[src/rtl/instr_fetch_queue_pkg.sv]
// Shared widths, fetch FSM encodings and opcode field helpers for the
// instruction fetch stage.
package instr_fetch_queue_pkg;

  localparam int IFQ_WORD_W = 16;
  localparam int IFQ_ADDR_W = 16;

  localparam logic [1:0] ST_IDLE   = 2'd0;
  localparam logic [1:0] ST_RUN    = 2'd1;
  localparam logic [1:0] ST_HALTED = 2'd2;

  function automatic logic [3:0] opc_major(input logic [IFQ_WORD_W-1:0] w);
    return w[15:12];
  endfunction

  function automatic logic [3:0] opc_minor(input logic [IFQ_WORD_W-1:0] w);
    return w[11:8];
  endfunction

endpackage

[src/rtl/instr_fetch_queue_fetch_fifo.sv]
// Prefetch FIFO holding {pc, word} pairs; a flush empties it in one cycle
// and takes priority over any push or pop in the same cycle.
module fetch_fifo
  import instr_fetch_queue_pkg::*;
#(
  parameter int WIDTH = 32,
  parameter int DEPTH = 4
) (
  input  logic                     clk,
  input  logic                     rst_n,
  input  logic                     flush_i,
  input  logic                     push_i,
  input  logic [WIDTH-1:0]         push_data_i,
  input  logic                     pop_i,
  output logic [WIDTH-1:0]         head_o,
  output logic [$clog2(DEPTH):0]   count_o,
  output logic                     empty_o
);

  localparam int PW = $clog2(DEPTH);
  localparam int CW = PW + 1;

  logic [WIDTH-1:0] mem_q [DEPTH];
  logic [PW-1:0]    wr_q, wr_d;
  logic [PW-1:0]    rd_q, rd_d;
  logic [CW-1:0]    cnt_q, cnt_d;
  logic             do_push, do_pop, full;

  assign empty_o = (cnt_q == '0);
  assign full    = (cnt_q == CW'(DEPTH));
  assign do_push = push_i & ~flush_i;
  assign do_pop  = pop_i & ~empty_o & ~flush_i;
  assign head_o  = mem_q[rd_q];
  assign count_o = cnt_q;

  always_comb begin
    wr_d  = wr_q;
    rd_d  = rd_q;
    cnt_d = cnt_q;
    if (flush_i) begin
      wr_d  = '0;
      rd_d  = '0;
      cnt_d = '0;
    end else begin
      if (do_push) wr_d = wr_q + PW'(1);
      if (do_pop)  rd_d = rd_q + PW'(1);
      cnt_d = cnt_q + CW'(do_push) - CW'(do_pop);
    end
  end

  always_ff @(posedge clk or negedge rst_n) begin
    if (!rst_n) begin
      for (int i = 0; i < DEPTH; i++) mem_q[i] <= '0;
      wr_q  <= '0;
      rd_q  <= '0;
      cnt_q <= '0;
    end else begin
      if (do_push) mem_q[wr_q] <= push_data_i;
      wr_q  <= wr_d;
      rd_q  <= rd_d;
      cnt_q <= cnt_d;
    end
  end

  // Upstream credit accounting must never let a push land on a full FIFO.
  assert property (@(posedge clk) disable iff (!rst_n)
    !(do_push && full && !do_pop));

endmodule

[src/rtl/instr_fetch_queue.sv]
// Fetch stage: PC sequencing, credit-limited reads of text memory, epoch
// tagging so stale responses after a redirect are dropped, and halt.
//
// state     | meaning
// ST_IDLE   | one cycle after reset release, no fetch
// ST_RUN    | issuing reads while FIFO credit remains
// ST_HALTED | no issue, FIFO drains, redirects ignored (sticky)
module instr_fetch_queue
  import instr_fetch_queue_pkg::*;
#(
  parameter int WORD_W = IFQ_WORD_W,
  parameter int ADDR_W = IFQ_ADDR_W,
  parameter int DEPTH  = 4
) (
  input  logic              clk,
  input  logic              reset,
  output logic              imem_en,
  output logic [ADDR_W-1:0] imem_addr,
  input  logic [WORD_W-1:0] imem_rdata,
  output logic              ir_valid,
  output logic [WORD_W-1:0] ir,
  output logic [ADDR_W-1:0] ir_pc,
  input  logic              ir_ready,
  input  logic              redirect_valid,
  input  logic [ADDR_W-1:0] redirect_pc,
  input  logic              halt_req,
  output logic              halted
);

  localparam int CW = $clog2(DEPTH) + 1;
  localparam int OW = CW + 1;
  localparam int EW = ADDR_W + WORD_W;

  logic [1:0]        state_q, state_d;
  logic [ADDR_W-1:0] fetch_pc_q, fetch_pc_d;
  logic              inflight_q, inflight_d;
  logic [ADDR_W:0]   tag_q, tag_d;
  logic              epoch_q, epoch_d;

  logic              run, flush, deq, issue, push;
  logic [CW-1:0]     count;
  logic [OW-1:0]     occ;
  logic [EW-1:0]     head;
  logic              empty;

  assign run   = (state_q == ST_RUN);
  assign flush = run & redirect_valid;
  assign deq   = ir_valid & ir_ready & ~flush;
  // Occupancy counts the in-flight read so its response always has a slot.
  assign occ   = OW'(count) + OW'(inflight_q) - OW'(deq);
  assign issue = run & ~redirect_valid & ~halt_req & (occ < OW'(DEPTH));
  assign push  = inflight_q & (tag_q[ADDR_W] == epoch_q) & ~flush;

  assign imem_en   = issue;
  assign imem_addr = fetch_pc_q;
  assign ir_valid  = ~empty;
  assign ir        = head[WORD_W-1:0];
  assign ir_pc     = head[EW-1:WORD_W];
  assign halted    = (state_q == ST_HALTED);

  always_comb begin
    state_d = state_q;
    case (state_q)
      ST_IDLE:   state_d = ST_RUN;
      ST_RUN:    if (halt_req) state_d = ST_HALTED;
      ST_HALTED: state_d = ST_HALTED;
      default:   state_d = ST_IDLE;
    endcase
  end

  always_comb begin
    fetch_pc_d = fetch_pc_q;
    if (flush)      fetch_pc_d = redirect_pc;
    else if (issue) fetch_pc_d = fetch_pc_q + ADDR_W'(1);
    epoch_d    = epoch_q ^ flush;
    inflight_d = issue;
    tag_d      = issue ? {epoch_q, fetch_pc_q} : tag_q;
  end

  always_ff @(posedge clk or negedge reset) begin
    if (!reset) begin
      state_q    <= ST_IDLE;
      fetch_pc_q <= '0;
      inflight_q <= 1'b0;
      tag_q      <= '0;
      epoch_q    <= 1'b0;
    end else begin
      state_q    <= state_d;
      fetch_pc_q <= fetch_pc_d;
      inflight_q <= inflight_d;
      tag_q      <= tag_d;
      epoch_q    <= epoch_d;
    end
  end

  fetch_fifo #(
    .WIDTH (EW),
    .DEPTH (DEPTH)
  ) u_fifo (
    .clk         (clk),
    .rst_n       (reset),
    .flush_i     (flush),
    .push_i      (push),
    .push_data_i ({tag_q[ADDR_W-1:0], imem_rdata}),
    .pop_i       (deq),
    .head_o      (head),
    .count_o     (count),
    .empty_o     (empty)
  );

endmodule

[config.mk]
export PLATFORM = sky130hd
export DESIGN_NAME = instr_fetch_queue
export DESIGN_NICKNAME = d
export VERILOG_FILES = /design/src/rtl/instr_fetch_queue_pkg.sv /design/src/rtl/instr_fetch_queue_fetch_fifo.sv /design/src/rtl/instr_fetch_queue.sv
export SDC_FILE = /design/constraint.sdc
export NUM_CORES = 1
export LEC_CHECK = 0
export BUFFER_PORTS_ARGS = -buffer_cell sky130_fd_sc_hd__buf_2
export CELL_PAD_IN_SITES_DETAIL_PLACEMENT = 1
export CELL_PAD_IN_SITES_GLOBAL_PLACEMENT = 1
export CORE_MARGIN = 3
export CORE_UTILIZATION = 35
export DETAILED_ROUTE_END_ITERATION = 8
export GPL_TIMING_DRIVEN = 0
export PLACE_DENSITY_LB_ADDON = 0.1
export SYNTH_ARGS = -nofsm -noshare
export SYNTH_HDL_FRONTEND = slang
export SYNTH_HIERARCHICAL = 1
export SYNTH_SLANG_ARGS = --single-unit
[constraint.sdc]
create_clock -name clk -period 7.86 [get_ports clk]
set_input_delay 0 -clock clk [delete_from_list [all_inputs] [get_ports clk]]
set_output_delay 0 -clock clk [all_outputs]
set_load 0.02 [all_outputs]
==> run metrics, run 1 <==
Clock Path Buffers=2; I/O pin count=88; sort of element at the end of the critical path=primary output; Die Footprint=0.0249 mm2; initial antenna violation count=0; GRT Total Usage=16.4%; count of flip-flops with a built-in enable after synthesis=0; crit start category=flip-flop; post-cts sizing count=0; clock transition at the registers of the reported paths=0.07 ns; synthesized area per cell=14.9 um2; Avg Vias per Cell=5.08; critical-path maximum fanout=10; min cycle time layout=3.64 ns; Synth Warn #=6; net switching fraction of the power=35.7%; final setup violation count=0; Buffers on Ports=87; Leakage=4.92 nW; transition at the pin with the smallest max-transition slack=0.803 ns; peak ir drop on the vdd network=0.000135 V; overflow left after global routing=0; worst min path class=in -> async; largest cells by area after synthesis=dfrtp_1 53%, mux2_2 19%, mux4_2 8.9%, buf_6 2.5%, ha_1 2.0%; sequential cell area fraction in the yosys report=53.4%; Cell Pwr Density=299 mW/mm2; Post-Route Utilization=44.1%; Routed WL=19400 um; synthesis-stage register bit count=172; clock share of power=28.0%; total count of hold-check failures in the final report=0; total core area=0.0222 mm2; Required @ worst endpoint=7.86 ns; GP Congestion=0.749; status=finished, final reports clean; top_reg_cell synth=dfrtp_1; # H-tree levels=4; Power Total=2.93 mW; fin crit share=46.3%; number of pins with negative max-slew slack in the final report=0; cell type with the highest aggregate area in the netlist=dfrtp_1; total cell area at the placement stage=0.00888 mm2; starting density of the core=36.3%; global-route wire length before repair=31100 um; Die Width=158 um; logic gate share of total power=30.3%; Flop pwr share=41.7%; reported max-cap violation count=0; most instantiated library cell after synthesis=dfrtp_1; row count=54; wire length per cell after detailed routing=19.9 um; type of the worst setup path=reg -> out; final non-filler cell area=0.00979 mm2; vertical extent of the die=158 um; latest clock arrival within the worst-skew pair=0.43 ns; fraction of registers with async set/reset=100%; Cell Int Power=1.88 mW; Max Clock Skew=0.0111 ns; summed negative setup slack over all endpoints=0 ns; synthesized net count=593; fraction of synthesized cell area taken by the top area cell type=53.4%; post-detailed-placement half-perimeter wirelength=13500 um; commonest cells in the synthesized netlist=172 x dfrtp_1, 135 x mux2_2, 32 x mux4_2, 22 x nand2_1, 18 x buf_6; maximum clock frequency=275 MHz; fill cell instance count of the final layout=2273; number of sinks driven by the clock tree=172; Cell Area, Synth=0.00806 mm2; Mapped Cells=542; RSZ-0062 raised after global routing=no; vias after detailed routing=4950; clock buffer count from CTS=17; pin count of the biggest net entering global routing=102; count of antenna-violating nets left after detailed routing=0; switching pwr=1.05 mW; TritonRoute pass-1 iters=4; total number of nets in the final design=733; worst-case hold slack=0.111 ns; DR iter-0 viols=196; number of distinct standard cells referenced by the synthesized netlist=42; Max-Slew Margin vs Limit=46.4%; fraction of layout cells with a size suffix above 1=46.5%; clock tree from TritonCTS=done; DRC violation count after routing=0; Inserted Diodes=0; layout overhead on the synthesized area=21.5%; vias in the first global route=5578; CTS root buf=clkbuf_16; critical path data arrival time=3.64 ns
## cell families after synthesis
logic type,Yosys count,share of synthesized area (%)
multiplexers,178,29.3
AO/OA/AOI/OAI,41,3.29
buffers and inverters,47,4.16
AND/OR/NAND/NOR,73,5.56
XOR/XNOR,17,2.02
adder cells (fa/ha/maj),14,2.27
flip-flops,172,53.4
## state kept, by name, summed over array words and instances (netlist names)
register / count
u_fifo/count_o: 3
u_fifo/mem_q: 128
u_fifo/wr_q: 2
epoch_q: 1
tag_q: 17
u_fifo/rd_q: 2
state_q: 2
imem_addr: 16
inflight_q: 1
## final timing paths
kind	startpoint	endpoint	slack (ns)	cells past startpoint
worst max-delay path	state_q[1]$_DFFE_PN0P_	imem_en	4.22	14
worst min-delay path	reset	u_fifo/mem_q[111]$_DFFE_PN0P_	0.11	2
worst max register to register	state_q[1]$_DFFE_PN0P_	imem_addr[0]$_DFFE_PN0P_	4.53	14
worst min register to register	u_fifo/mem_q[121]$_DFFE_PN0P_	u_fifo/mem_q[121]$_DFFE_PN0P_	0.49	1
max in group asynchronous	reset	imem_addr[9]$_DFFE_PN0P_	6.86	3
min in group clk	redirect_valid	imem_addr[10]$_DFFE_PN0P_	0.11	5
## power by group through the flow
| stage | Combinational (mW) | Clock, mW | Sequential (mW) |
|---|---|---|---|
| finish | 0.888 | 0.821 | 1.22 |
| global route | 0.981 | 0.889 | 1.25 |
| CTS | 0.912 | 0.851 | 1.23 |
| detailed placement | 0.894 | 0 | 1.24 |
| global placement | 0.864 | 0 | 1.22 |
| floorplan | 0.602 | 0 | 1.21 |
## worst max-delay path: stages, from the launching register on
cell	delay, ns
dfrtp_1	0.36
inv_1	0.07
ha_1	0.20
nand2_1	0.11
clkbuf_1	0.42
and3_1	0.29
ha_1	0.16
inv_1	0.04
ha_1	0.31
nand3b_4	0.09
and4bb_4	0.23
o21ai_4	0.34
buf_2	0.32
inv_1	0.08
buf_2	0.16
## cell usage in the layout (no fill, tap or decap), types with 4 or more instances in the layout
master,instances
o2111ai_1,4
nand2_1,22
nand3_1,8
buf_6,18
xnor2_1,5
mux4_2,32
o21ai_0,17
nor2_1,14
xor2_1,11
clkbuf_16,17
inv_8,4
o211ai_1,6
nand2b_1,4
mux2_1,9
mux2_2,135
dfrtp_1,172
inv_1,17
ha_1,13
and3_1,4
a21oi_1,4
clkbuf_1,5
inv_6,4
nor2b_1,4
dlygate4sd3_1,33
nand3b_4,5
buf_2,92
## repair_timing
item	CTS	global route
buffers inserted	0	0
hold buffers	33	0
hold endpoints to repair	151	0
## layout make-up
type                            count  area (um2)  area share (%)
Clock buffer                       17         425            4.34
Buffer                             30         272            2.77
Timing Repair Buffer              121         803            8.20
Inverter                           17        63.8           0.652
Clock inverter                     15         153            1.56
Tap cell                          280         350            3.58
Multi-Input combinational cell    323        3420            34.9
Sequential cell                   172        4300            44.0
## per-layer routing
layer  up-vias  track usage, %  wire [um]
li1       2251               -          -
met1      2610            21.1       8740
met2        77            28.3       9910
met3        12            3.42        571
met4         0            4.21        143
met5         -               0          0
## stage by stage
step,cells,worst slack [ns]
floorplan,542,5.11
global placement,909,4.09
detailed placement,910,4.49
CTS,975,4.14
global route,975,3.94
finish,975,4.22
Power figures use the tool's default switching activity.
==> run 2: changes to the inputs <==
clock period = 3.2 ns   (was 7.86 ns; I/O delays follow)
==> run 2 against run 1 <==
Net effect: worst hold slack got worse by 0.028 ns; via count barely moved; utilization is 0.16 points higher; final area grew 0.37%; wire length rose by 0.34%; die area stayed put; first-iteration DRC count shrank 2.0%; setup slack got worse by 4.0 ns; critical endpoint unchanged; highest routed layer unchanged.
==> run metrics, run 2 (synthesis results as in run 1) <==
Leakage=4.94 nW (+0.28%); vias after detailed routing=4953 (+0.061%); Top delay family on crit path=simple AND/OR/NAND/NOR gates; total number of nets in the final design=733 (unchanged); flip-flop count of the largest register, all copies and words added=128 (unchanged); logic gate share of total power=30.6% (+0.3 points); Flop pwr share=41.5% (-0.2 points); Die Width=158 um (unchanged); minimum setup slack in the final design=0.214 ns (-4.01 ns); met2 track demand over resource=28.3% (unchanged); worst min path class=in -> reg; crit start category=flip-flop; cells along the critical path=inv_1, ha_1, nand2_1, buf_6, and3_4, ha_1, inv_1, ha_1, nand3b_4, and4bb_4, o21ai_4, buf_6, inv_1, buf_2; GP Congestion=0.749 (unchanged); DRC violation count after routing=0 (unchanged); Reg with most FFs=u_fifo/mem_q; DR iter-0 viols=192 (-2.0%); gr busiest metal=met2; Required @ worst endpoint=3.20 ns (-4.66 ns); Post-Route Utilization=44.2% (+0.16 points); Post-Place Worst Slack=-0.169 ns (-4.66 ns); fraction of met1 tracks used by global routing=21.2% (+0.053 points); critical-path maximum fanout=10 (unchanged); fin crit share=93.3%; count of antenna-violating nets left after detailed routing=0 (unchanged); maximum clock frequency=335 MHz; vias in the first global route=5576 (-0.036%); global-route wire length before repair=31100 um (about the same); Max Clock Skew=0.0119 ns (+0.000793 ns); layout overhead on the synthesized area=21.9%; total core area=0.0222 mm2 (unchanged); clock transition at the registers of the reported paths=0.07 ns (about the same); GRT Total Usage=16.4% (+0.029 points); min cycle time layout=2.99 ns; sum of buffers and inverters on the critical path=6 (unchanged); Routed WL=19400 um (+0.34%); number of pins with negative max-slew slack in the final report=0 (unchanged); library cell contributing the largest single delay on the critical path=dfrtp_1; I/O pin count=88 (unchanged); wire length per cell after detailed routing=19.9 um (+0.34%); overflow left after global routing=0 (unchanged); final non-filler cell area=0.00983 mm2 (+0.37%); reported max-cap violation count=0 (unchanged); leading cell types in the layout, fill and taps excluded=172 x dfrtp_1, 135 x mux2_2, 90 x buf_2; Clock Path Buffers=2 (unchanged); switching pwr=2.58 mW (+150%); Cell Pwr Density=735 mW/mm2 (+150%); total cell area at the placement stage=0.00888 mm2 (unchanged); transition at the pin with the smallest max-transition slack=0.646 ns (-0.158 ns); post-detailed-placement half-perimeter wirelength=13500 um (unchanged); Buffers on Ports=87 (unchanged); number of sinks driven by the clock tree=172 (unchanged); met3 usage in global routing=3.47% (+0.055 points); Inserted Diodes=0 (unchanged); critical path data arrival time=2.99 ns (-0.65 ns); most frequent standard cell in the layout excluding fill and tap cells=dfrtp_1; sort of element at the end of the critical path=primary output; RSZ-0062 raised after global routing=yes; clock buffer count from CTS=17 (unchanged); clock share of power=27.9% (about the same); slack of the worst reg-to-reg path=0.23 ns (-4.30 ns); starting density of the core=36.3% (unchanged); Cell Int Power=4.64 mW (+150%); # H-tree levels=4 (unchanged); clock tree from TritonCTS=done; row count=54 (unchanged); Avg Vias per Cell=5.08 (about the same); Die Footprint=0.0249 mm2 (unchanged); type of the worst setup path=reg -> out; Max-Slew Margin vs Limit=56.9% (+10 points); CTS root buf=clkbuf_16; initial antenna violation count=0 (unchanged); pin count of the biggest net entering global routing=102 (unchanged); final setup violation count=0 (unchanged); total count of hold-check failures in the final report=0 (unchanged); peak ir drop on the vdd network=0.000332 V (+150%); Critical Path Max Stage Delay=0.36 ns (-0.06 ns); status=finished, final reports clean; vertical extent of the die=158 um (unchanged); TritonRoute pass-1 iters=4 (unchanged); latest clock arrival within the worst-skew pair=0.43 ns (about the same); fraction of layout cells with a size suffix above 1=46.9% (+0.43 points); net switching fraction of the power=35.7% (about the same)
==> run 2: changes by cell type in the layout (fill, tap and decap cells not counted), sizes merged <==
cell    delta
buf        +1
clkbuf     -1
==> run 2: path summary, 6_finish.rpt <==
check,startpoint,to,depth (start not counted)
max reg2reg,state_q[1]$_DFFE_PN0P_,tag_q[10]$_DFFE_PN0P_,14
min reg2reg,u_fifo/mem_q[121]$_DFFE_PN0P_,u_fifo/mem_q[121]$_DFFE_PN0P_,1
max,state_q[1]$_DFFE_PN0P_,imem_en,14
min in group asynchronous,reset,u_fifo/mem_q[111]$_DFFE_PN0P_,2
max in group asynchronous,reset,u_fifo/mem_q[49]$_DFFE_PN0P_,3
min,redirect_valid,epoch_q$_DFF_PN0_,4
==> run 2: power by group through the flow <==
stage	logic, mW	clock network, mW	registers [mW]
after global placement	2.12	0	3.00
final	2.21	2.02	3.00
after detailed placement	2.19	0	3.05
after CTS	2.24	2.09	3.01
after global routing	2.43	2.18	3.07
after floorplan	1.48	0	2.98
==> run 2: what timing repair did <==
action / CTS / global route
pin swaps: 1 / 0
hold buffers: 33 / 0
hold endpoints to repair: 151 / 0
resized for setup: 3 / 7
endpoints found under the setup margin: 24 / 14
setup buffers: 1 / 0
==> run 2: metal layers <==
metal  wire (um)  share of wire [%]  up-vias
met1        8720                 45     2604
met4         160               0.82        0
met3         617                3.2       13
li1            -                  -     2255
met5           0                  0        -
met2        9930                 51       81
==> run 2: worst register-to-register path, cell delays in order, from the launching register on <==
cell and delay, ns:
dfrtp_1 0.36, inv_1 0.07, ha_1 0.21, nand2_1 0.13, buf_6 0.16, and3_4 0.21, ha_1 0.14, inv_1 0.04
ha_1 0.31, nand3b_4 0.10, and4bb_4 0.24, o21ai_4 0.19, buf_6 0.18, buf_6 0.17, mux2_2 0.35
==> run 2: through the flow <==
stage | hold WS, ns | cells | TNS, ns | total power, mW
2_1_floorplan | -0.296 | 542 | 0 | 4.46
3_3_place_gp | 0.208 | 909 | -97.68 | 5.13
3_5_place_dp | 0.00550 | 910 | -2.07 | 5.25
4_1_cts | 0.0975 | 975 | 0 | 7.34
5_1_grt | 0.101 | 975 | -0.0237 | 7.69
6_report | 0.0829 | 975 | 0 | 7.22
==> run 2: cell type report <==
cell class,count,area [um2]
plain buffers,29,284
clock buffers,17,425
clock inverters,15,153
fillers,2267,12400
inverters,17,63.8
multi-input cells,323,3430
flip-flops and latches,172,4300
well taps,280,350
repair buffers,122,815
